==> src/rtl/sha256_round_ctrl_pkg.sv <==
// rtl/sha256_round_ctrl_pkg.sv - shared constants, state encoding and helpers for the SHA-256 round sequencer
package sha256_round_ctrl_pkg;

    // Compression rounds per 512-bit block.
    localparam int ROUNDS      = 64;
    // Width of the round counter and of round_idx.
    localparam int CNT_W       = 6;
    // Rounds 0..SCHED_WORDS-1 consume raw message words; later rounds use expanded words.
    localparam int SCHED_WORDS = 16;

    // Initial hash value. These are the default values of the H-bank register
    // instances, which h_init drives back to this state.
    localparam logic [31:0] H0 = 32'h6a09e667;
    localparam logic [31:0] H1 = 32'hbb67ae85;
    localparam logic [31:0] H2 = 32'h3c6ef372;
    localparam logic [31:0] H3 = 32'ha54ff53a;
    localparam logic [31:0] H4 = 32'h510e527f;
    localparam logic [31:0] H5 = 32'h9b05688c;
    localparam logic [31:0] H6 = 32'h1f83d9ab;
    localparam logic [31:0] H7 = 32'h5be0cd19;
    localparam logic [255:0] IV = {H0, H1, H2, H3, H4, H5, H6, H7};

    // Sequencer states, one per datapath phase.
    typedef enum logic [2:0] {
        ST_IDLE   = 3'd0,
        ST_INIT   = 3'd1,
        ST_LOAD   = 3'd2,
        ST_ROUND  = 3'd3,
        ST_UPDATE = 3'd4,
        ST_DONE   = 3'd5
    } state_t;

    // True when round t takes its W[t] from the message expansion rather than the raw block.
    function automatic logic is_sched_round(input logic [CNT_W-1:0] idx);
        return idx >= CNT_W'(SCHED_WORDS);
    endfunction

endpackage

==> src/rtl/sha256_round_counter.sv <==
// rtl/sha256_round_counter.sv - round counter with sync clear, enable and terminal-count flag
module sha256_round_counter #(
    parameter int CNT_W  = 6,
    parameter int TC_VAL = 63
) (
    input  logic             clk,
    input  logic             reset,
    input  logic             clear,
    input  logic             en,
    output logic [CNT_W-1:0] cnt,
    output logic             tc
);

    // The count stops at TC_VAL so it never wraps; the controller leaves ROUND on tc.
    assign tc = (cnt == CNT_W'(TC_VAL));

    // Clear wins over enable; the value is held whenever not enabled.
    always_ff @(posedge clk) begin
        if (reset || clear) begin
            cnt <= '0;
        end else if (en && !tc) begin
            cnt <= cnt + CNT_W'(1);
        end
    end

endmodule

==> src/rtl/sha256_round_ctrl.sv <==
// rtl/sha256_round_ctrl.sv - SHA-256 compression sequencer between message buffer and hash datapath
module sha256_round_ctrl
    import sha256_round_ctrl_pkg::*;
(
    input  logic             clk,
    input  logic             reset,
    input  logic             blk_valid,
    input  logic             blk_first,
    input  logic             blk_last,
    input  logic             abort,
    output logic             blk_ready,
    output logic             h_init,
    output logic             w_load,
    output logic             work_load,
    output logic             round_en,
    output logic [CNT_W-1:0] round_idx,
    output logic             w_sel,
    output logic             h_update,
    output logic             busy,
    output logic             digest_valid
);

    state_t           state;
    state_t           state_n;
    logic             last_q;
    logic [CNT_W-1:0] cnt;
    logic             cnt_tc;
    logic             cnt_clear;
    logic             cnt_en;
    logic             xfer;
    logic             abort_busy;
    logic [CNT_W-1:0] cnt_inc;

    // Blocks are only taken in IDLE, so blk_ready (high only in IDLE) is implied here.
    assign xfer       = (state == ST_IDLE) && blk_valid;
    // abort has no effect in IDLE, which lets a concurrent transfer through.
    assign abort_busy = abort && (state != ST_IDLE);

    // Counter restarts at 0 for the first round and is zeroed on abort.
    assign cnt_clear = (state == ST_LOAD) || abort_busy;
    assign cnt_en    = (state == ST_ROUND);
    assign cnt_inc   = cnt + CNT_W'(1);

    // round_idx is the counter flop itself, so it holds its last value outside ROUND.
    assign round_idx = cnt;

    sha256_round_counter #(
        .CNT_W  (CNT_W),
        .TC_VAL (ROUNDS - 1)
    ) u_round_counter (
        .clk   (clk),
        .reset (reset),
        .clear (cnt_clear),
        .en    (cnt_en),
        .cnt   (cnt),
        .tc    (cnt_tc)
    );

    // Next-state decode; abort outside IDLE overrides the normal sequence.
    always_comb begin
        state_n = state;
        case (state)
            ST_IDLE:   if (xfer) state_n = blk_first ? ST_INIT : ST_LOAD;
            ST_INIT:   state_n = ST_LOAD;
            ST_LOAD:   state_n = ST_ROUND;
            ST_ROUND:  if (cnt_tc) state_n = ST_UPDATE;
            ST_UPDATE: state_n = last_q ? ST_DONE : ST_IDLE;
            ST_DONE:   state_n = ST_IDLE;
            default:   state_n = ST_IDLE;
        endcase
        if (abort_busy) begin
            state_n = ST_IDLE;
        end
    end

    // State and output flops; outputs are decoded from the next state so every strobe,
    // h_init in particular, comes straight out of a register with no glitches.
    always_ff @(posedge clk) begin
        if (reset) begin
            state        <= ST_IDLE;
            last_q       <= 1'b0;
            blk_ready    <= 1'b1;
            h_init       <= 1'b0;
            w_load       <= 1'b0;
            work_load    <= 1'b0;
            round_en     <= 1'b0;
            w_sel        <= 1'b0;
            h_update     <= 1'b0;
            busy         <= 1'b0;
            digest_valid <= 1'b0;
        end else begin
            state <= state_n;
            if (xfer) begin
                last_q <= blk_last;
            end
            blk_ready    <= (state_n == ST_IDLE);
            h_init       <= (state_n == ST_INIT);
            w_load       <= (state_n == ST_LOAD);
            work_load    <= (state_n == ST_LOAD);
            round_en     <= (state_n == ST_ROUND);
            // Round 0 always follows LOAD and uses a raw word; later rounds look at the
            // index the counter is about to present.
            w_sel        <= (state_n == ST_ROUND) && (state == ST_ROUND) && is_sched_round(cnt_inc);
            h_update     <= (state_n == ST_UPDATE);
            busy         <= (state_n != ST_IDLE);
            digest_valid <= (state_n == ST_DONE);
        end
    end

endmodule

==> config.mk <==
export PLATFORM = sky130hd
export DESIGN_NAME = sha256_round_ctrl
export DESIGN_NICKNAME = d
export VERILOG_FILES = /design/src/rtl/sha256_round_ctrl_pkg.sv /design/src/rtl/sha256_round_counter.sv /design/src/rtl/sha256_round_ctrl.sv
export SDC_FILE = /design/constraint.sdc
export NUM_CORES = 1
export LEC_CHECK = 0
export BUFFER_PORTS_ARGS = -buffer_cell sky130_fd_sc_hd__buf_2
export CORE_UTILIZATION = 25
export CTS_CLUSTER_DIAMETER = 30
export DETAILED_ROUTE_END_ITERATION = 12
export GPL_TIMING_DRIVEN = 0
export PLACE_DENSITY = 0.43
export SETUP_SLACK_MARGIN = 0.02
export SYNTH_ARGS = -nofsm -noshare
export SYNTH_HDL_FRONTEND = slang
export SYNTH_SLANG_ARGS = --single-unit
==> constraint.sdc <==
create_clock -name clk -period 4 [get_ports clk]
set_input_delay 0.4 -clock clk [delete_from_list [all_inputs] [get_ports clk]]
set_output_delay 0.4 -clock clk [all_outputs]
set_load 0.02 [all_outputs]
==> impl_metrics.toml <==
[layout]
layout_common_cells = "buf_2 (21), dfxtp_1 (18), nor2_1 (9)"
fin_cells = 154
drive_gt1_frac = 0.3545
nets = 118
area_growth_pct = 23.08
diodes = 0
layout_commonest_cell = "buf_2"

[routing]
drc = 0
viasPerCell = 4.474
drt_wl_total_mm = 1.699
route.vias.total = 689
drt_iter0_drc = 18
drt_first_pass_iters = 4
wire_per_inst_um = 11.03
antenna_left = 0

[synth]
syn-num-nets = 93
avgSynthCellArea_um2 = 9.646
syn_inst = 86
synth_cell_types = 41
ys_seq_area_frac = 0.4344
synthesis.area_um2 = 829.5
synth_warnings = 0
ys_seq_elements = 18

[clocking]
clock_path_buffers = 2
htree_levels = 1
cts_inserted_buffers = 3
postCtsSetupRepairBufs = 0
cts.repair.resized = 0
cts_tree = "yes"
clockRootBuffer = "clkbuf_4"
hold_buffers = 0
clkTransAtPathRegs_ns = 0.11
clock-sinks = 18
clock_latency_ns = 0.29

[critical_path]
worst_ep_arrival_time_ns = 1.84
worst_path_dominant_cell_family = "simple AND/OR/NAND/NOR gates"
r2r_end = "round_en$_SDFF_PP0_"
crit_path_start_kind = "flip-flop"
crit_chain = "ha_1 > and3_1 > nand3_1 > o211ai_1 > nor2b_1"
max_stage_delay_ns = 0.42
cp-end-kind = "flip-flop"
slowest_stage = "dfxtp_1"
crit_path_start = "u_round_counter.cnt[0]$_SDFFE_PP0P_"
reg2reg_depth = 5
crit_type = "flip-flop to flip-flop"
crit_buf_inv = 0
worstPathRequired_ns = 4.19
critPathMaxFanout = 5
crit-reg2reg-launch = "u_round_counter.cnt[0]$_SDFFE_PP0P_"
rrSetupSlack_ns = 2.36

[sta]
min_period_ns = 1.643
period_share = 0.4107
fin_tns_setup_ns = 0
clock-skew-final_ns = 0.001465
fmax_mhz = 608.7
finalWorstSetupSlack_ns = 2.357
final_max_slew_viol_count = 0
tightest_slew_ns = 0.3189
slew_headroom = 0.7844
setup_viol = 0
final-hold-violation-count = 0
rsz0062_at_grt = "no"

[placed_design]
dp_cells = 150
dpl.hpwl_mm = 1.272
routabilityCongestion = 0.7748
port_buffers = 20
pre_cts_slack_ns = 2.357

[worst_hold_path]
min_path_cells = 2
hold_end = "last_q$_SDFFE_PP0P_"
hp-class = "primary input to flip-flop"
hp-start = "reset"

[outcome]
status = "complete, no violations"

[pwr]
power.density_mw_per_mm2 = 370.9
peakVddDrop_mv = 0.1072
p_leak_nw = 0.4512

[global_route]
antenna_found_initial = 0
grt_pass1_wl_mm = 2.863
gr-total-overflow = 0
grt_max_degree = 11
first_global_vias = 618
track_usage = 0.1098

[floorplanning]
core_area_mm2 = 0.003103
rows = 20
dieArea_mm2 = 0.003553
initial_core_util = 0.2673
die_w_um = 59.61
die_y_um = 59.61
io_pins = 21

[job]
maxCapViolations = 0
==> worst max path at each step <==
stage | slack, ns | to | cells after the start
final | 2.36 | round_en$_SDFF_PP0_ | 5
after global routing | 2.17 | work_load$_SDFF_PP0_ | 5
after CTS | 2.33 | round_en$_SDFF_PP0_ | 5
after detailed placement | 2.36 | round_en$_SDFF_PP0_ | 5
after global placement | 2.37 | round_en$_SDFF_PP0_ | 5
after floorplan | 2.44 | round_en$_SDFF_PP0_ | 5
==> final cells by class <==
cell class / instances / area (um2)
fill: 363 / 2082
multi-input combinational: 62 / 434.2
sequential: 18 / 360.3
timing repair buffer: 20 / 100.1
tap: 44 / 55.05
clock buffer: 4 / 36.28
buffer: 3 / 23.77
inverter: 3 / 11.26
==> metal layers <==
metal | GRT usage | wire length, um
met2 | 0.1557 | 704
met5 | 0 | 0
met3 | 0.02620 | 60
met4 | 0.04983 | 19
met1 | 0.1560 | 913
==> flip-flops by register name (all words and copies together) (netlist names) <==
name / flops
w_sel: 1
blk_ready: 1
last_q: 1
h_init: 1
h_update: 1
state: 3
work_load: 1
u_round_counter.cnt: 6
digest_valid: 1
busy: 1
round_en: 1
==> where the power goes <==
| part | leakage, nW | switching (mW) | internal [mW] |
|---|---|---|---|
| clock network | 0.0210 | 0.0606 | 0.0555 |
| registers | 0.147 | 0.00706 | 0.190 |
| logic | 0.284 | 0.0381 | 0.0279 |
==> cell families after synthesis <==
kind of cell	after synthesis	share of synthesized area
adder cells (fa/ha/maj)	1	0.01508
AO/OA/AOI/OAI	19	0.1885
buffers and inverters	6	0.04223
flip-flops	18	0.4344
multiplexers	1	0.01207
XOR/XNOR	3	0.03168
AND/OR/NAND/NOR	38	0.2760
==> through the flow <==
step / cell area [um2] / utilization / hold WS (ns) / power [mW]
after detailed placement: 984.7 / 0.3173 / 0.4742 / 0.2673
after CTS: 1021 / 0.3290 / 0.3056 / 0.3815
after global placement: 984.7 / 0.3173 / 0.4773 / 0.2671
after global routing: 1021 / 0.3290 / 0.3076 / 0.3991
final: 1021 / 0.3290 / 0.3155 / 0.3787
after floorplan: 829.5 / - / 0.4522 / 0.2485
==> cells in the mapped netlist, drive strengths merged <==
cell | count | area share
a21oi | 7 | 0.060
nor2b | 1 | 0.0075
or2 | 2 | 0.015
nor3 | 2 | 0.018
nor4 | 1 | 0.0075
nor4b | 1 | 0.011
inv | 3 | 0.014
and4bb | 1 | 0.015
xor2 | 3 | 0.032
nand4 | 1 | 0.0075
and2 | 1 | 0.0091
a21o | 2 | 0.020
or4 | 1 | 0.014
dfxtp | 18 | 0.43
buf | 3 | 0.029
nand2 | 5 | 0.023
nand3 | 5 | 0.030
and4b | 1 | 0.012
o211ai | 3 | 0.027
a211o | 1 | 0.011
nand2b | 1 | 0.0075
mux2i | 1 | 0.012
nor2 | 9 | 0.041
o2bb2ai | 1 | 0.011
a21boi | 1 | 0.023
o21ai | 3 | 0.023
nor3b | 2 | 0.024
nand3b | 1 | 0.0091
and3b | 1 | 0.011
and3 | 2 | 0.015
a211oi | 1 | 0.015
ha | 1 | 0.015
(Power assumes the default switching activity.)
